===== config.mk =====
export PLATFORM = sky130hd
export DESIGN_NAME = widen_arbiter
export DESIGN_NICKNAME = d
export VERILOG_FILES = /design/src/rtl/widen_arbiter.sv
export SDC_FILE = /design/constraint.sdc
export NUM_CORES = 1
export LEC_CHECK = 0
export BUFFER_PORTS_ARGS = -buffer_cell sky130_fd_sc_hd__buf_2
export CAP_MARGIN = 20
export CORE_ASPECT_RATIO = 1.75
export CORE_MARGIN = 5
export CORE_UTILIZATION = 54
export DETAILED_ROUTE_END_ITERATION = 8
export PLACE_DENSITY = 0.91
export SKIP_CTS_REPAIR_TIMING = 1
export SLEW_MARGIN = 30
export SYNTH_ARGS = -nofsm -noshare
export SYNTH_HDL_FRONTEND = slang
export SYNTH_SLANG_ARGS = --single-unit

===== constraint.sdc =====
create_clock -name clk -period 4.6 [get_ports clk]
set_input_delay 0.69 -clock clk [delete_from_list [all_inputs] [get_ports clk]]
set_output_delay 0.69 -clock clk [all_outputs]
set_load 0.03 [all_outputs]

===== src/rtl/widen_arbiter.sv =====
// rtl/widen_arbiter.sv - round-robin A(16b)/B(32b) arbiter widening into a 64-bit output register with running sum
// Build option: WIDEN_ARBITER_SIGN_EXT_EN sign-extends the B operand (zero-extends otherwise).
module widen_arbiter #(
  parameter logic PRIO_B_FIRST = 1'b0
) (
  input  logic        clk,
  input  logic        rst,
  input  logic        a_valid,
  input  logic [15:0] a_data,
  output logic        a_ready,
  input  logic        b_valid,
  input  logic [31:0] b_data,
  output logic        b_ready,
  input  logic        acc_clear,
  output logic        out_valid,
  input  logic        out_ready,
  output logic [63:0] out_data,
  output logic        out_src,
  output logic [63:0] out_sum
);

  typedef enum logic {S_EMPTY = 1'b0, S_FULL = 1'b1} state_t;

  state_t      r_state;
  logic [63:0] r_out_data;
  logic        r_out_src;
  logic [63:0] r_sum;
  logic        r_prio_b;

  logic        w_can_accept;
  logic        w_grant_a;
  logic        w_grant_b;
  logic        w_xfer_a;
  logic        w_xfer_b;
  logic        w_xfer;
  logic [63:0] w_a_wide;
  logic [63:0] w_b_wide;
  logic [63:0] w_wide;
  logic [63:0] w_sum_base;

  assign w_a_wide = {48'b0, a_data};
`ifdef WIDEN_ARBITER_SIGN_EXT_EN
  assign w_b_wide = {{32{b_data[31]}}, b_data};
`else
  assign w_b_wide = {32'b0, b_data};
`endif

  // r_prio_b names the side that wins a two-way contest; it flips only on a real transfer.
  assign w_grant_a    = a_valid & (~b_valid | ~r_prio_b);
  assign w_grant_b    = b_valid & (~a_valid | r_prio_b);
  assign w_can_accept = (r_state == S_EMPTY) | out_ready;

  assign a_ready  = ~rst & w_can_accept & w_grant_a;
  assign b_ready  = ~rst & w_can_accept & w_grant_b;
  assign w_xfer_a = a_valid & a_ready;
  assign w_xfer_b = b_valid & b_ready;
  assign w_xfer   = w_xfer_a | w_xfer_b;

  assign w_wide     = w_xfer_b ? w_b_wide : w_a_wide;
  assign w_sum_base = acc_clear ? 64'b0 : r_sum;

  always_ff @(posedge clk or posedge rst) begin
    if (rst) begin
      r_state    <= S_EMPTY;
      r_out_data <= 64'b0;
      r_out_src  <= 1'b0;
      r_sum      <= 64'b0;
      r_prio_b   <= PRIO_B_FIRST;
    end else begin
      case (r_state)
        S_EMPTY: if (w_xfer) r_state <= S_FULL;
        S_FULL:  if (out_ready && !w_xfer) r_state <= S_EMPTY;
        default: r_state <= S_EMPTY;
      endcase
      if (w_xfer) begin
        r_out_data <= w_wide;
        r_out_src  <= w_xfer_b;
        r_prio_b   <= w_xfer_a;
        r_sum      <= w_sum_base + w_wide;
      end else if (acc_clear) begin
        r_sum <= 64'b0;
      end
    end
  end

  assign out_valid = (r_state == S_FULL);
  assign out_data  = r_out_data;
  assign out_src   = r_out_src;
  assign out_sum   = r_sum;

endmodule


==> reports/metrics.yaml, run 1 <==
status: "finished, final reports clean"
diodes: 0
antenna_found_initial: 0
cts_max_level: 3
cp.required_ns: 4.83
coreArea_um2: 12500
p_per_area_nw_per_um2: 326
worst_pin_slew_ns: 0.710
first_pass_iters: 6
portBuffers: 153
period_share: 0.918
layout_common_cells: "nand2_1, buf_2, dfrtp_1"
grt_pass1_vias: 6635
leakage_nw: 3.98
cts_buffer_depth: 2
p_comb_frac: 0.306
synth_async_sr_flop_share: 1.00
syn_area_per_cell_um2: 8.23
clkSinkCount: 99
post_synth_num_cell_types: 60
slowest_delay_ns: 0.47
finalSetupTns_ns: 0
drc_errors: 0
dieHeight_um: 160
start_kind: "input port"
mostFrequentLayoutCell: "nand2_1"
yosysWarnings: 0
routabilityCongestion: 0.911
hold_viol: 0
clkLatencyLatePin_ns: 0.36
wl_per_cell_um: 16.8
viasPerCell: 5.75
grt_pass1_wl_mm: 31.1
fin_crit_ns: 4.22
utilization: 0.640
drive_gt1_frac: 0.203
clkTransAtPathRegs_ns: 0.07
stdcell_count: 1143
drt_iter0_markers: 399
hpwl_mm: 14.3
fp-row-count: 54
cts_root_buffer: "clkbuf_16"
cell_internal_pwr_mw: 1.66
nets: 1057
grt_overflow: 0
initial_core_util: 0.552
finalSetupViolations: 0
crit_path_cell_trace: "buf_2 -> nor2b_1 -> nor2_1 -> nand3_1 -> inv_1 -> buf_4 -> nand2_1 -> nand2_1 -> ha_1 -> fa_1 -> a211oi_2 -> o31ai_4 -> a211oi_1 -> o211ai_1 -> a31oi_1 -> nor4_1 -> xnor2_1"
synth_edf_count: 0
power.switching_uw: 946
yosysSeqAreaShare: 0.359
worst_path_max_delay_cell: "a31oi_1"
syn_area_um2: 6900
max_cap_violations: 0
synth_cells: 839
skew_ns: 0.0111
die-area_um2: 15200
placed_cells: 1127
die_w_um: 95.5
grt_max_degree: 71
drt-total-wl_mm: 19.2
cp_top_family: "compound AO/OA/AOI/OAI gates"
cp.buffers_inverters: 3
crit_type: "input port to flop"
cp_common_cell: "nand2_1"
cts_tree: "yes"
syn2layout_area_growth_pct: 15.8
synth_flop_cell: "dfrtp_1"
max_slew_margin: 0.523
hold_path_class: "input port to async pin"
pwr-share-clk: 0.308
antenna_left: 0
max_freq_mhz: 237
ir_drop_v: 0.000194
ios: 186
ys_ff_latch: 99
p_sw_frac: 0.363
cts-buffers-inserted: 9
nFillCells: 1090
num_vias: 6576
pwr-share-seq: 0.385
crit_arrival_ns: 4.45
rsz0062_at_grt: "no"
critPathCaptureType: "flop"
grt_usage: 0.255
slew_violations: 0
cp_max_fo: 17
-- flip-flops by register name (all words and copies together) (netlist names) --
register and cells:
out_src 1, out_valid 1, out_data 32, out_sum 64, r_prio_b 1
-- worst reg2reg max path, cell delays in order (launching register included) --
cell and delay, ns:
dfrtp_1 0.33, nor2b_1 0.32, nor2_1 0.16, nand3_1 0.17, inv_1 0.07, buf_4 0.20, nand2_1 0.09, nand2_1 0.07
ha_1 0.25, fa_1 0.45, a211oi_2 0.36, o31ai_4 0.15, a211oi_1 0.44, o211ai_1 0.21, a31oi_1 0.47, nor4_1 0.12
xnor2_1 0.16
-- cell type report --
type / count / area (um^2) / area share
inverter: 14 / 57.6 / 0.00720
clock buffer: 11 / 253 / 0.0316
multi-input combinational: 683 / 4100 / 0.512
clock inverter: 5 / 60.1 / 0.00751
sequential: 99 / 2480 / 0.310
timing repair buffer: 163 / 841 / 0.105
tap: 168 / 210 / 0.0263
-- cell families (layout without fill, tap and decap cells) --
| group | Yosys count | count (layout) | synth area share |
|---|---|---|---|
| AND/OR/NAND/NOR | 387 | 387 | 0.277 |
| AO/OA/AOI/OAI | 177 | 177 | 0.165 |
| flip-flops | 99 | 99 | 0.359 |
| buffers and inverters | 88 | 193 | 0.0672 |
| XOR/XNOR | 48 | 48 | 0.0609 |
| adder cells (fa/ha/maj) | 33 | 33 | 0.0609 |
| multiplexers | 6 | 6 | 0.00979 |
| other | 1 | 32 | 0.000543 |
-- metrics by stage --
stage | area (um^2) | hold slack, ns | worst slack (ns) | power, mW
3_3_place_gp | 7680 | 0.454 | 0.218 | 1.79
5_1_grt | 7990 | 0.493 | 0.114 | 2.72
2_1_floorplan | 7020 | 0.464 | 0.500 | 1.61
6_report | 7990 | 0.468 | 0.376 | 2.60
4_1_cts | 7990 | 0.475 | 0.428 | 2.60
3_5_place_dp | 7680 | 0.460 | 0.0991 | 1.81
-- routing by layer --
metal / track usage / share of wire / up-vias / wire [um]
met5: 0 / 0 / - / 0
met4: 0.141 / 0.046 / 0 / 893
met3: 0.0364 / 0.060 / 72 / 1160
met2: 0.441 / 0.51 / 290 / 9850
met1: 0.294 / 0.38 / 3104 / 7320
li1: - / - / 3110 / -
-- cells in the mapped netlist (all sizes together), types with 4 or more instances --
| cell | number | area [um^2] |
|---|---|---|
| a211oi | 8 | 65.1 |
| a21o | 25 | 188 |
| a21oi | 49 | 253 |
| a31oi | 7 | 43.8 |
| and2 | 21 | 131 |
| and3 | 4 | 25.0 |
| and4 | 4 | 35.0 |
| buf | 43 | 295 |
| clkbuf | 31 | 116 |
| dfrtp | 99 | 2480 |
| ha | 32 | 400 |
| inv | 14 | 52.6 |
| mux2 | 6 | 67.6 |
| nand2 | 167 | 627 |
| nand2b | 26 | 163 |
| nand3 | 22 | 110 |
| nand4 | 14 | 87.6 |
| nor2 | 39 | 146 |
| nor2b | 39 | 244 |
| nor3 | 11 | 55.1 |
| nor4 | 11 | 75.1 |
| nor4b | 5 | 43.8 |
| o21ai | 52 | 260 |
| o31ai | 8 | 73.8 |
| or2 | 5 | 31.3 |
| or3 | 7 | 43.8 |
| or4 | 5 | 37.5 |
| xnor2 | 35 | 307 |
| xor2 | 13 | 114 |
-- power groups by stage --
stage / Clock (mW) / Combinational, mW / Sequential (mW)
2_1_floorplan: 0 / 0.413 / 1.19
6_report: 0.802 / 0.797 / 1.00
4_1_cts: 0.807 / 0.795 / 1.00
3_3_place_gp: 0 / 0.774 / 1.02
3_5_place_dp: 0 / 0.790 / 1.02
5_1_grt: 0.842 / 0.863 / 1.01
-- worst paths after layout --
path	startpoint	endpoint	slack [ns]	cells after the start
min in group clk	out_data[4]$_DFFE_PP0N_	out_data[4]$_DFFE_PP0N_	0.47	2
setup reg to reg	out_valid$_DFF_PP0_	out_sum[42]$_DFF_PP0_	0.45	16
setup / recovery	out_ready	out_sum[42]$_DFF_PP0_	0.38	17
hold reg to reg	out_data[4]$_DFFE_PP0N_	out_data[4]$_DFFE_PP0N_	0.47	2
max in group asynchronous	rst	out_sum[12]$_DFF_PP0_	3.29	3
hold / removal	rst	out_sum[32]$_DFF_PP0_	0.47	2
Note: power is estimated with default switching activity, not from simulation.
==> inputs of run 2 (changes only) <==
- CORE_UTILIZATION: 54 -> 49
- PLACE_DENSITY: 0.91 -> 0.87
- clock period: 4.6 -> 3.7 ns (I/O delays scaled with it)
==> reports/metrics.yaml, run 2 (synthesized netlist as in run 1, its figures left out) <==
antenna_found_initial: 0
cts_tree: "yes"
slew_violations: 0
max_cap_violations: 0
drc_errors: 0
coreArea_um2: 13800
rsz0062_at_grt: "yes"
cp_max_fo: 7
cp_top_family: "compound AO/OA/AOI/OAI gates"
routabilityCongestion: 0.986
hold_viol: 0
stdcell_count: 1218
cts-buffers-inserted: 9
cts_buffer_depth: 2
grt_max_degree: 55
largest_reg_flops: 64
finalSetupViolations: 1
hpwl_mm: 15.6
drive_gt1_frac: 0.286
utilization: 0.631
grt_pass1_wl_mm: 32.6
cp_common_cell: "nand2_1"
critPathCaptureType: "flop"
clkTransAtPathRegs_ns: 0.08
cp.required_ns: 3.98
die-area_um2: 16700
nets: 1123
fp-row-count: 57
drt-total-wl_mm: 20.9
crit_path_cell_trace: "nor2b_2 -> nor2_2 -> nand3_2 -> clkinvlp_4 -> buf_4 -> nand2_1 -> nand2_1 -> ha_1 -> fa_2 -> a211oi_4 -> o31ai_4 -> a21oi_2 -> o41ai_4 -> a21oi_4 -> or4_1 -> a21oi_1"
viasPerCell: 5.68
hold_path_class: "input port to async pin"
clkLatencyLatePin_ns: 0.36
worst_path_max_delay_cell: "or4_1"
skew_ns: 0.0123
finalPower_mw: 3.31
cts_max_level: 3
setup_ws_ns: -0.0315
max_slew_margin: 0.511
grt_usage: 0.241
grt_overflow: 0
p_per_area_nw_per_um2: 379
crit_arrival_ns: 4.01
num_vias: 6922
diodes: 0
first_pass_iters: 5
initial_core_util: 0.499
placed_cells: 1198
wl_per_cell_um: 17.2
worst_pin_slew_ns: 0.731
fin_crit_ns: 3.73
die_w_um: 99.7
leakage_nw: 4.32
mostFrequentLayoutCell: "nand2_1"
ios: 186
max_freq_mhz: 268
syn2layout_area_growth_pct: 26.4
status: "complete, but fails checks"
cp.buffers_inverters: 2
violations: "negative setup slack"
grt_pass1_vias: 6995
ir_drop_v: 0.000266
slowest_delay_ns: 0.58
drt_iter0_markers: 351
dieHeight_um: 167
period_share: 1.01
antenna_left: 0
portBuffers: 153
start_kind: "flop"
layout_common_cells: "nand2_1, buf_2, dfrtp_1"
nFillCells: 1185
cts_root_buffer: "clkbuf_16"
clkSinkCount: 99
crit_type: "flop to flop"
==> run 2: power breakdown <==
| group | total [mW] | switching [mW] | leakage (nW) | internal, mW |
|---|---|---|---|---|
| registers | 1.25 | 0.0558 | 1.32 | 1.19 |
| clock network | 0.929 | 0.446 | 0.145 | 0.484 |
| logic | 1.13 | 0.728 | 2.86 | 0.400 |
==> run 2: metrics by stage <==
step	hold slack, ns	setup TNS, ns	cell area, um^2	setup slack (ns)
6_report	0.419	-0.0315	8720	-0.0315
3_3_place_gp	0.454	-2.42	8190	-0.205
5_1_grt	0.474	-0.430	8720	-0.134
3_5_place_dp	0.459	-5.28	8190	-0.332
2_1_floorplan	0.464	0	7030	0.0202
4_1_cts	0.426	-1.20	8470	-0.211
==> run 2: area by class of cell <==
type | count | area [um^2] | area share
inverter | 14 | 58.8 | 0.00674
timing repair buffer | 229 | 1370 | 0.157
sequential | 99 | 2480 | 0.284
clock buffer | 10 | 239 | 0.0274
tap | 177 | 221 | 0.0254
clock inverter | 6 | 47.5 | 0.00545
multi-input combinational | 683 | 4310 | 0.494
==> run 2: final timing paths <==
check / start / end / slack, ns / cells past startpoint
setup / recovery: out_valid$_DFF_PP0_ / out_sum[60]$_DFF_PP0_ / -0.03 / 16
hold / removal: rst / out_sum[56]$_DFF_PP0_ / 0.42 / 3
hold reg to reg: out_data[4]$_DFFE_PP0N_ / out_data[4]$_DFFE_PP0N_ / 0.47 / 2
max in group asynchronous: rst / out_data[12]$_DFFE_PP0N_ / 2.58 / 4
setup reg to reg: out_valid$_DFF_PP0_ / out_sum[60]$_DFF_PP0_ / -0.03 / 16
min in group clk: out_data[4]$_DFFE_PP0N_ / out_data[4]$_DFFE_PP0N_ / 0.47 / 2
==> run 2: per-layer routing <==
metal  track usage  wire (um)  vias up
li1              -          -     3239
met1         0.259       7480     3272
met2         0.428      10800      306
met3        0.0368       1270      105
met4         0.156       1410        0
met5             0          0        -
==> run 2: tightest hold or removal path: cells and delay by family <==
| family | cells | cell delay, ns |
|---|---|---|
| buf+inv | 3 | 0.69 |
==> inputs of run 3 (changes only) <==
- CORE_ASPECT_RATIO: 1.75 -> 0.7
- GPL_TIMING_DRIVEN: default -> 0
==> reports/metrics.yaml, run 3 (synthesized netlist as in run 1, its figures left out) <==
grt_usage: 0.243
die-area_um2: 16600
syn2layout_area_growth_pct: 30.0
violations: "negative setup slack"
antenna_left: 0
ir_drop_v: 0.000313
antenna_found_initial: 1
routabilityCongestion: 0.919
hold_viol: 0
leakage_nw: 4.43
dp_slack_ns: -1.28
portBuffers: 153
slew_violations: 0
max_cap_violations: 0
design_area_um2: 8980
placed_cells: 1214
grt_pass1_vias: 6378
multi_input_area_um2: 4420
regArea_um2: 2480
drt-total-wl_mm: 21.7
max_slew_margin: 0.434
num_vias: 6940
fin_crit_ns: 3.73
hpwl_mm: 15.8
grt_pass1_wl_mm: 32.8
fp-row-count: 36
skew_ns: 0.0129
crit_type: "flop to flop"
setup_ws_ns: -0.0287
cp.required_ns: 3.94
viasPerCell: 5.56
cp_max_fo: 5
drc_errors: 0
clkLatencyLatePin_ns: 0.36
stdcell_count: 1249
nets: 1140
initial_core_util: 0.498
cts_root_buffer: "clkbuf_16"
die_w_um: 152
rsz0062_at_grt: "yes"
coreArea_um2: 13900
hold_path_class: "input port to async pin"
ios: 186
largest_reg_flops: 64
period_share: 1.01
grt_max_degree: 64
p_per_area_nw_per_um2: 371
finalSetupTns_ns: -0.0434
clkTransAtPathRegs_ns: 0.08
crit_arrival_ns: 3.97
nFillCells: 1154
drive_gt1_frac: 0.291
drt_iter0_markers: 619
clkSinkCount: 99
cts_max_level: 3
dieHeight_um: 109
placed_cell_area_um2: 8080
cts_tree: "yes"
cts-buffers-inserted: 9
cts_buffer_depth: 2
mostFrequentLayoutCell: "nand2_1"
status: "complete, but fails checks"
layout_common_cells: "nand2_1, buf_2, dfrtp_1"
max_freq_mhz: 268
grt_overflow: 0
first_pass_iters: 5
worst_pin_slew_ns: 0.840
start_kind: "flop"
utilization: 0.647
wl_per_cell_um: 17.4
finalSetupViolations: 2
critPathCaptureType: "flop"
-- run 3: cell count changes in the layout (fill, tap and decap cells not counted), moves of 4 or more --
cell	previous run	this run
nor4b_1	1	5
o21ai_0	46	42
nor4b_2	4	0
o21ai_1	4	8
buf_4	71	56
ha_1	27	23
buf_6	3	7
buf_1	0	4
nand2_1	167	163
clkbuf_1	0	16
-- run 3: through the flow --
stage          total power [mW]  hold WS (ns)
2_1_floorplan              2.00         0.464
3_3_place_gp               2.27         0.454
3_5_place_dp               2.29         0.458
4_1_cts                    3.24         0.233
5_1_grt                    3.49         0.278
6_report                   3.33         0.255
-- run 3: power by group --
part	internal [mW]	total [mW]	leakage (nW)	switching (mW)
logic	0.387	1.13	2.96	0.747
registers	1.19	1.24	1.32	0.0532
clock network	0.476	0.954	0.147	0.478
-- run 3: critical path, stage by stage (launching register included) --
cell and delay [ns]:
dfrtp_2 0.36, nor2b_4 0.18, nor2_4 0.07, nand3_4 0.11
clkinvlp_4 0.15, buf_12 0.16, buf_12 0.13, nand2_4 0.07
nand2_4 0.05, ha_4 0.17, fa_2 0.43, a211oi_4 0.28
o31ai_4 0.15, nand4_1 0.13, a31oi_1 0.16, o21ai_0 0.37
mux2_2 0.39, a221o_1 0.25
-- run 3: cell type report --
cell class	instances	share of cell area
Buffer	65	0.0486
Timing Repair Buffer	181	0.117
Clock buffer	9	0.0251
Tap cell	190	0.0265
Multi-Input combinational cell	683	0.492
Sequential cell	99	0.276
Antenna cell	1	0.000279
Clock inverter	7	0.00781
Inverter	14	0.00683
-- run 3: final timing paths --
check                      cells past startpoint                       end                    start  slack [ns]
setup / recovery                              17     out_sum[20]$_DFF_PP0_      out_valid$_DFF_PP0_       -0.03
hold / removal                                 2      r_prio_b$_DFFE_PP0N_                      rst        0.25
max in group asynchronous                      3  out_data[16]$_DFFE_PP0N_                      rst        2.82
min in group clk                               2   out_data[8]$_DFFE_PP0N_  out_data[8]$_DFFE_PP0N_        0.47
setup reg to reg                              17     out_sum[20]$_DFF_PP0_      out_valid$_DFF_PP0_       -0.03
hold reg to reg                                2   out_data[8]$_DFFE_PP0N_  out_data[8]$_DFFE_PP0N_        0.47
-- run 3: metal layers --
metal	track usage	vias up	part of all wire
met1	0.343	3255	0.44
li1	-	3276	-
met3	0.0629	46	0.098
met4	0.0571	0	0.025
met5	0	-	0
met2	0.377	363	0.44
